`src/rtl/fcs_bit_ser.sv`:
```
// Byte-to-bit serializer in front of the bit-serial FCS32 stage: holding register plus
// shift register, LSB-first output with byte/frame markers, frame length and framing errors.
module fcs_bit_ser #(
   parameter int GAP_BITS = 8,
   parameter int LEN_W    = 16
) (
   input  logic             bclk_i,
   input  logic             brst_i,
   input  logic [7:0]       byte_i,
   input  logic             sof_i,
   input  logic             eof_i,
   input  logic             vld_i,
   output logic             rdy_o,
   output logic             bit_o,
   output logic             bval_o,
   output logic             bstb_o,
   output logic             bsof_o,
   output logic             beof_o,
   output logic [LEN_W-1:0] len_o,
   output logic             len_val_o,
   output logic             err_o,
   output logic [1:0]       dbg_state_o
);

   typedef enum logic [1:0] {
      ST_IDLE  = 2'd0,
      ST_SHIFT = 2'd1,
      ST_GAP   = 2'd2
   } state_t;

   localparam logic [7:0] GAP_LAST = (GAP_BITS > 0) ? 8'(GAP_BITS - 1) : 8'd0;

   state_t           state_q, state_d;
   logic [7:0]       gap_cnt_q, gap_cnt_d;
   logic             hold_full_q, hold_full_d;
   logic [7:0]       hold_byte_q, hold_byte_d;
   logic             hold_sof_q, hold_sof_d;
   logic             hold_eof_q, hold_eof_d;
   logic             sh_full_q, sh_full_d;
   logic [7:0]       sh_byte_q, sh_byte_d;
   logic [2:0]       sh_idx_q, sh_idx_d;
   logic             sh_sof_q, sh_sof_d;
   logic             sh_eof_q, sh_eof_d;
   logic             in_open_q, in_open_d;
   logic [LEN_W-1:0] len_cnt_q, len_cnt_d;
   logic [LEN_W-1:0] len_q, len_d;
   logic             err_q, err_d;

   logic sh_last, enter_gap, gap_done, load, accept, hold_we;

   // Frame-open tracking is done on the input side, so framing errors are judged at acceptance.
   assign sh_last   = sh_full_q & (sh_idx_q == 3'd7);
   assign enter_gap = sh_last & sh_eof_q & (GAP_BITS != 0);
   assign gap_done  = (state_q == ST_GAP) & (gap_cnt_q == GAP_LAST);
   assign load      = hold_full_q & ((state_q == ST_GAP) ? gap_done
                                                         : (!sh_full_q | (sh_last & !enter_gap)));
   assign rdy_o     = !brst_i & (!hold_full_q | load);
   assign accept    = vld_i & rdy_o;
   assign hold_we   = accept & (sof_i | in_open_q);

   assign bval_o      = sh_full_q;
   assign bit_o       = sh_full_q & sh_byte_q[sh_idx_q];
   assign bstb_o      = sh_full_q & (sh_idx_q == 3'd0);
   assign bsof_o      = bstb_o & sh_sof_q;
   assign beof_o      = sh_last & sh_eof_q;
   assign len_val_o   = beof_o;
   assign len_o       = len_val_o ? len_cnt_q : len_q;
   assign err_o       = err_q;
   assign dbg_state_o = state_q;

   always_comb begin
      state_d     = state_q;
      gap_cnt_d   = gap_cnt_q;
      hold_full_d = hold_full_q;
      hold_byte_d = hold_byte_q;
      hold_sof_d  = hold_sof_q;
      hold_eof_d  = hold_eof_q;
      sh_full_d   = sh_full_q;
      sh_byte_d   = sh_byte_q;
      sh_idx_d    = sh_idx_q;
      sh_sof_d    = sh_sof_q;
      sh_eof_d    = sh_eof_q;
      in_open_d   = in_open_q;
      len_cnt_d   = len_cnt_q;
      len_d       = len_q;
      err_d       = accept & (sof_i == in_open_q);

      if (hold_we) begin
         hold_full_d = 1'b1;
         hold_byte_d = byte_i;
         hold_sof_d  = sof_i;
         hold_eof_d  = eof_i;
         in_open_d   = !eof_i;
      end else if (load) begin
         hold_full_d = 1'b0;
      end

      if (load) begin
         sh_full_d = 1'b1;
         sh_byte_d = hold_byte_q;
         sh_idx_d  = 3'd0;
         sh_sof_d  = hold_sof_q;
         sh_eof_d  = hold_eof_q;
         if (hold_sof_q)
            len_cnt_d = LEN_W'(1);
         else if (len_cnt_q != {LEN_W{1'b1}})
            len_cnt_d = len_cnt_q + LEN_W'(1);
      end else if (sh_last) begin
         sh_full_d = 1'b0;
      end else if (sh_full_q) begin
         sh_idx_d = sh_idx_q + 3'd1;
      end

      if (len_val_o)
         len_d = len_cnt_q;

      case (state_q)
         ST_IDLE: begin
            if (load)
               state_d = ST_SHIFT;
         end
         ST_SHIFT: begin
            if (!load && sh_last && sh_eof_q) begin
               state_d   = enter_gap ? ST_GAP : ST_IDLE;
               gap_cnt_d = 8'd0;
            end
         end
         ST_GAP: begin
            gap_cnt_d = gap_cnt_q + 8'd1;
            if (gap_done)
               state_d = load ? ST_SHIFT : ST_IDLE;
         end
         default: state_d = ST_IDLE;
      endcase
   end

   always_ff @(posedge bclk_i) begin
      if (brst_i) begin
         state_q     <= ST_IDLE;
         gap_cnt_q   <= 8'd0;
         hold_full_q <= 1'b0;
         hold_byte_q <= 8'd0;
         hold_sof_q  <= 1'b0;
         hold_eof_q  <= 1'b0;
         sh_full_q   <= 1'b0;
         sh_byte_q   <= 8'd0;
         sh_idx_q    <= 3'd0;
         sh_sof_q    <= 1'b0;
         sh_eof_q    <= 1'b0;
         in_open_q   <= 1'b0;
         len_cnt_q   <= '0;
         len_q       <= '0;
         err_q       <= 1'b0;
      end else begin
         state_q     <= state_d;
         gap_cnt_q   <= gap_cnt_d;
         hold_full_q <= hold_full_d;
         hold_byte_q <= hold_byte_d;
         hold_sof_q  <= hold_sof_d;
         hold_eof_q  <= hold_eof_d;
         sh_full_q   <= sh_full_d;
         sh_byte_q   <= sh_byte_d;
         sh_idx_q    <= sh_idx_d;
         sh_sof_q    <= sh_sof_d;
         sh_eof_q    <= sh_eof_d;
         in_open_q   <= in_open_d;
         len_cnt_q   <= len_cnt_d;
         len_q       <= len_d;
         err_q       <= err_d;
      end
   end

endmodule

```
`config.mk`:
```
export PLATFORM = sky130hd
export DESIGN_NAME = fcs_bit_ser
export DESIGN_NICKNAME = d
export VERILOG_FILES = /design/src/rtl/fcs_bit_ser.sv
export SDC_FILE = /design/constraint.sdc
export NUM_CORES = 1
export LEC_CHECK = 0
export BUFFER_PORTS_ARGS = -buffer_cell sky130_fd_sc_hd__buf_4
export CAP_MARGIN = 20
export CORE_MARGIN = 1.5
export CORE_UTILIZATION = 61
export DETAILED_ROUTE_END_ITERATION = 8
export GPL_ROUTABILITY_DRIVEN = 0
export PLACE_DENSITY = 0.83
export SYNTH_ARGS = -nofsm -noshare
export SYNTH_HDL_FRONTEND = slang
export SYNTH_SLANG_ARGS = --single-unit
export TNS_END_PERCENT = 50
```
`constraint.sdc`:
```
create_clock -name bclk_i -period 4.8 [get_ports bclk_i]
set_input_delay 0.48 -clock bclk_i [delete_from_list [all_inputs] [get_ports bclk_i]]
set_output_delay 0.48 -clock bclk_i [all_outputs]
set_load 0.1 [all_outputs]
```
## After elaboration in Yosys (flattened, before gate mapping)

Cells that the tools add are included.
W data, S select, Z words.

- Output and inout bits: 26
- Input bits: 13
- Register bits: 69

- Equal/unequal tests: 9
- Reduce and logical (&&, ||, !) cells: 19
- Muxes and demuxes: 18
- $lt $le $gt $ge: 1
- Bitwise logic cells: 16
- $add $sub $neg: 3

Operator list:

| cell | count |
|---|---|
| $mux W16 | 3 |
| $add A16 B1 Y16 const B | 1 |
| $ne A16 B16 Y1 const B | 1 |
| $pmux W8 S2 | 1 |
| $and A1 B1 Y1 | 12 |
| $add A8 B1 Y8 const B | 1 |
| $eq A8 B3 Y1 const B | 1 |
| $mux W2 | 4 |
| $mux W8 | 1 |
| $reduce_bool A2 Y1 | 4 |
| $mux W1 | 7 |
| $logic_not A1 Y1 | 6 |
| $ne A2 B2 Y1 const B | 3 |
| $pmux W2 S3 | 1 |
| $reduce_and A2 Y1 | 3 |
| $lt A3 B4 Y1 const B | 1 |
| $add A3 B1 Y3 const B | 1 |
| $bmux W1 S3 | 1 |
| $eq A3 B3 Y1 const B | 1 |
| $logic_not A3 Y1 | 1 |
| $or A1 B1 Y1 | 3 |
| $reduce_and A3 Y1 | 1 |
| $eq A2 B1 Y1 const B | 1 |
| $eq A2 B2 Y1 const B | 1 |
| other kinds (5) | 6 |

## Longest topological paths before layout

- Word-level depth: 13
- Mapped depth: 8

## Worst setup path after synthesis

Ideal clock, no wire load.

- Path kind: reg2out
- From: register sh_full_q, in the netlist bval_o
- To: output port len_o[0]
- Cell stages (with the launch flop): 4
- Data required time: 4.320 ns
- Slack: 0.683 ns
- Arrival time: 3.637 ns
- Path through: dfxtp_1 > nand3_1 > clkbuf_1 > o21ai_0

- Longest elaborated chain between the ends: 3

RTL lines:

| what | line | RTL |
|---|---|---|
| start, declared | 39 | `logic sh_full_q, sh_full_d;` |
| start signal, assigned | 161 | `sh_full_q <= sh_full_d;` |
| $and A1 B1 Y1 | 52 | `assign sh_last = sh_full_q & (sh_idx_q == 3'd7);` |
| $and A1 B1 Y1 | 65 | `assign beof_o = sh_last & sh_eof_q;` |
| $mux W16 | -- |  |
| end, declared | 19 | `output logic [LEN_W-1:0] len_o,` |

No other way between the ends.

## Worst setup path in the final report

- From: register sh_idx_q[0]
- To: output port len_o[9]

- Longest elaborated chain between the ends: 4

RTL lines:

| what | line | RTL |
|---|---|---|
| start, declared | 41 | `logic [2:0] sh_idx_q, sh_idx_d;` |
| start signal, assigned | 163 | `sh_idx_q <= sh_idx_d;` |
| $eq A3 B3 Y1 | 52 |  |
| $and A1 B1 Y1 | 52 |  |
| $and A1 B1 Y1 | 65 |  |
| $mux W16 | -- |  |

No other way between the ends.

==> run_results.csv <==
group,metric,value,unit
placement,portBuffers,38,
logic_synthesis,netlist_instances,339,
global_routing,grt_overflow_total,0,
logic_synthesis,synthArstFlopShare,0,%
status,status,"finished clean",
power_and_ir_drop,switching_share,23.4,%
global_routing,use_met1,32.2,%
global_routing,grt_max_degree,33,
cts,cts-resized-gates,0,
flow_run,drv_cap,0,
logic_synthesis,syn-cell-area,3070,µm²
drt,drt_iter0_drc,154,
floorplan,die_width,74.0,µm
logic_synthesis,synth_top_area_share,45.0,%
cts,cts_hold_buf,0,
cts,numCtsBuffers,9,
drt,first_pass_iters,4,
global_routing,grt_pass1_vias,2416,
worst_setup_path,cp_max_fo,21,
drt,wl,6.45,mm
cts,clk_pin_slew_worst_paths,0.07,ns
timing,period_share,66.1,%
cts,clockRootBuffer,"clkbuf_8",
cts,insertion_delay,0.34,ns
timing,setup_viol,0,
cells_and_area,diodes,0,
logic_synthesis,synth_most_common_cell,"dfxtp_1",
cells_and_area,nets,390,
worst_setup_path,start_kind,"register",
power_and_ir_drop,ir_drop,0.197,mV
worst_setup_path,arrival,2.69,ns
logic_synthesis,synth_warnings,0,
logic_synthesis,ys_types,48,
logic_synthesis,synth-edff-count,0,
timing,setup_tns,0,ns
cts,htree_levels,3,
cts,cts_sinks,69,
cells_and_area,drive_above_1_share,23.1,%
floorplan,die-area,5470,µm²
timing,max_slew_margin,36.1,%
power_and_ir_drop,power.density,324,nW/µm²
logic_synthesis,yosys-top-cells-area,"dfxtp_1, a21oi_1, mux2_2",
floorplan,start_util,64.2,%
power_and_ir_drop,p_sw,0.272,mW
global_routing,grtUsageMet3,4.61,%
placement,place_hpwl,4.26,mm
power_and_ir_drop,p_comb_share,6.5,%
cells_and_area,fin_util,74.8,%
timing,slew_violations,0,
cts,postCtsSetupBuffers,0,
global_routing,gr-usage-met2,41.9,%
drt,drc_errors,0,
power_and_ir_drop,sequentialPowerShare,50.9,%
logic_synthesis,avgSynthCellArea,9.06,µm²
cts,cts_tree,"built",
logic_synthesis,synth.yosys.seq_area_share,45.0,%
power_and_ir_drop,p_int,0.890,mW
timing,clock_skew,0.00670,ns
global_routing,grt_pass1_wl,10.8,mm
drt,wl_per_cell,14.5,µm
cts,clockBufferDepth,2,
logic_synthesis,synth_nets,358,
floorplan,die_y,74.0,µm
global_routing,top_usage_layer,"met2",
floorplan,core,4790,µm²
worst_setup_path,worstSetupEndpointType,"output port",
drt,vias,2590,
floorplan,num_rows,25,
power_and_ir_drop,clkPwrFrac,42.6,%
timing,worst_slew_pin_slew,0.954,ns
logic_synthesis,synth-main-ff-cell,"dfxtp_1",
cells_and_area,area_growth,16.6,%
floorplan,io_pins,39,
logic_synthesis,synth_commonest_cells,"dfxtp_1, nand2_1, a21oi_1, and2_1, nor2_1",
timing,rsz0062_at_grt,"no",
global_routing,antenna_found_initial,0,
timing,finalHoldViolCount,0,
timing,period_minus_slack,3.17,ns
min_path,worstHoldPathType,"in -> reg",
cells_and_area,fillCellCount,384,
worst_setup_path,crit_type,"reg -> out",
drt,post_drt_via_cell_ratio,5.85,
power_and_ir_drop,p_leak,1.39,nW
timing,fmax,0.315,GHz
logic_synthesis,synth_area_leader_cell,"dfxtp_1",
global_routing,grt.total_usage,25.4,%
drt,postRouteAntennaNets,0,
worst_setup_path,cp.required,4.32,ns
logic_synthesis,synth_seq_cells,69,
flip-flops by register name, summed over array words and instances (netlist names):
signal	flops
len_cnt_q	16
hold_sof_q	1
gap_cnt_q	8
hold_byte_q	8
dbg_state_o	2
sh_sof_q	1
sh_idx_q	3
in_open_q	1
hold_eof_q	1
sh_eof_q	1
hold_full_q	1
err_o	1
sh_byte_q	8
bval_o	1
len_q	16
worst paths after layout:
path	startpoint	to	slack [ns]	cells after the start
worst max-delay path	sh_idx_q[0]	len_o[9]	1.63	5
worst min-delay path	eof_i	in_open_q	0.34	2
worst max register to register	gap_cnt_q[3]	hold_byte_q[7]	1.87	5
worst min register to register	sh_sof_q	sh_sof_q	0.46	2
power by group through the flow:
stage          logic (mW)  clock network, mW  registers (mW)
3_5_place_dp       0.0747                  0           0.605
3_3_place_gp       0.0734                  0           0.604
4_1_cts            0.0756              0.498           0.591
6_report           0.0755              0.494           0.592
2_1_floorplan      0.0451                  0           0.614
5_1_grt            0.0817              0.524           0.593
kinds of logic (layout without fill, tap and decap cells):
family | Yosys count | in the layout | synth area share (%)
flip-flops | 69 | 69 | 45.0
adder cells (fa/ha/maj) | 6 | 6 | 2.44
multiplexers | 17 | 17 | 6.92
XOR/XNOR | 1 | 1 | 0.285
AO/OA/AOI/OAI | 86 | 86 | 18.2
AND/OR/NAND/NOR | 132 | 132 | 23.5
buffers and inverters | 28 | 65 | 3.67
metrics by stage:
stage	hold WS [ns]	power, mW	cells	setup slack (ns)	area (µm²)
floorplan	0.432	0.659	339	0.683	3070
global placement	0.440	0.678	427	1.99	3370
detailed placement	0.446	0.679	427	1.88	3370
CTS	0.333	1.17	443	1.56	3580
global route	0.353	1.20	443	1.33	3580
finish	0.337	1.16	443	1.63	3580
critical path, stage by stage (launching register included):
cell and delay (ns):
dfxtp_1 0.45, ha_1 0.19, ha_1 0.19, nand3_1 0.64, o21ai_0 0.52, buf_4 0.36
placed cells by master (no fill, tap or decap), types with 2 or more instances in the layout:
cell | netlist | layout
a31oi_1 | 3 | 3
a211oi_1 | 3 | 3
and2_1 | 20 | 20
buf_4 | 1 | 38
or3b_2 | 2 | 2
nand3_1 | 9 | 9
ha_1 | 6 | 6
nor2_1 | 16 | 16
nand2b_1 | 3 | 3
nor3_1 | 4 | 4
clkbuf_8 | 0 | 12
mux4_2 | 2 | 2
and3_1 | 12 | 12
mux2_2 | 14 | 14
o21ai_0 | 15 | 15
nand2_1 | 37 | 37
or4_1 | 8 | 8
dfxtp_1 | 69 | 69
nor2b_1 | 2 | 2
a31o_2 | 9 | 9
nand3b_1 | 2 | 2
o31ai_1 | 8 | 8
o211ai_1 | 2 | 2
nand4_1 | 2 | 2
a21oi_1 | 36 | 36
inv_1 | 10 | 10
or3_1 | 8 | 8
routing by layer:
layer / vias up / wire [µm] / part of all wire, %
li1: 1288 / - / -
met4: 0 / 86 / 1.3
met3: 12 / 283 / 4.4
met5: - / 0 / 0
met2: 78 / 3060 / 48
met1: 1212 / 3010 / 47
layout make-up:
| cell class | instances | area, µm² | share of cell area, % |
|---|---|---|---|
| flip-flops and latches | 69 | 1380 | 38.6 |
| multi-input cells | 242 | 1580 | 44.1 |
| clock buffers | 13 | 169 | 4.72 |
| repair buffers | 38 | 285 | 7.97 |
| clock inverters | 3 | 42.5 | 1.19 |
| inverters | 11 | 41.3 | 1.15 |
| well taps | 67 | 83.8 | 2.34 |
(Power assumes the default switching activity.)
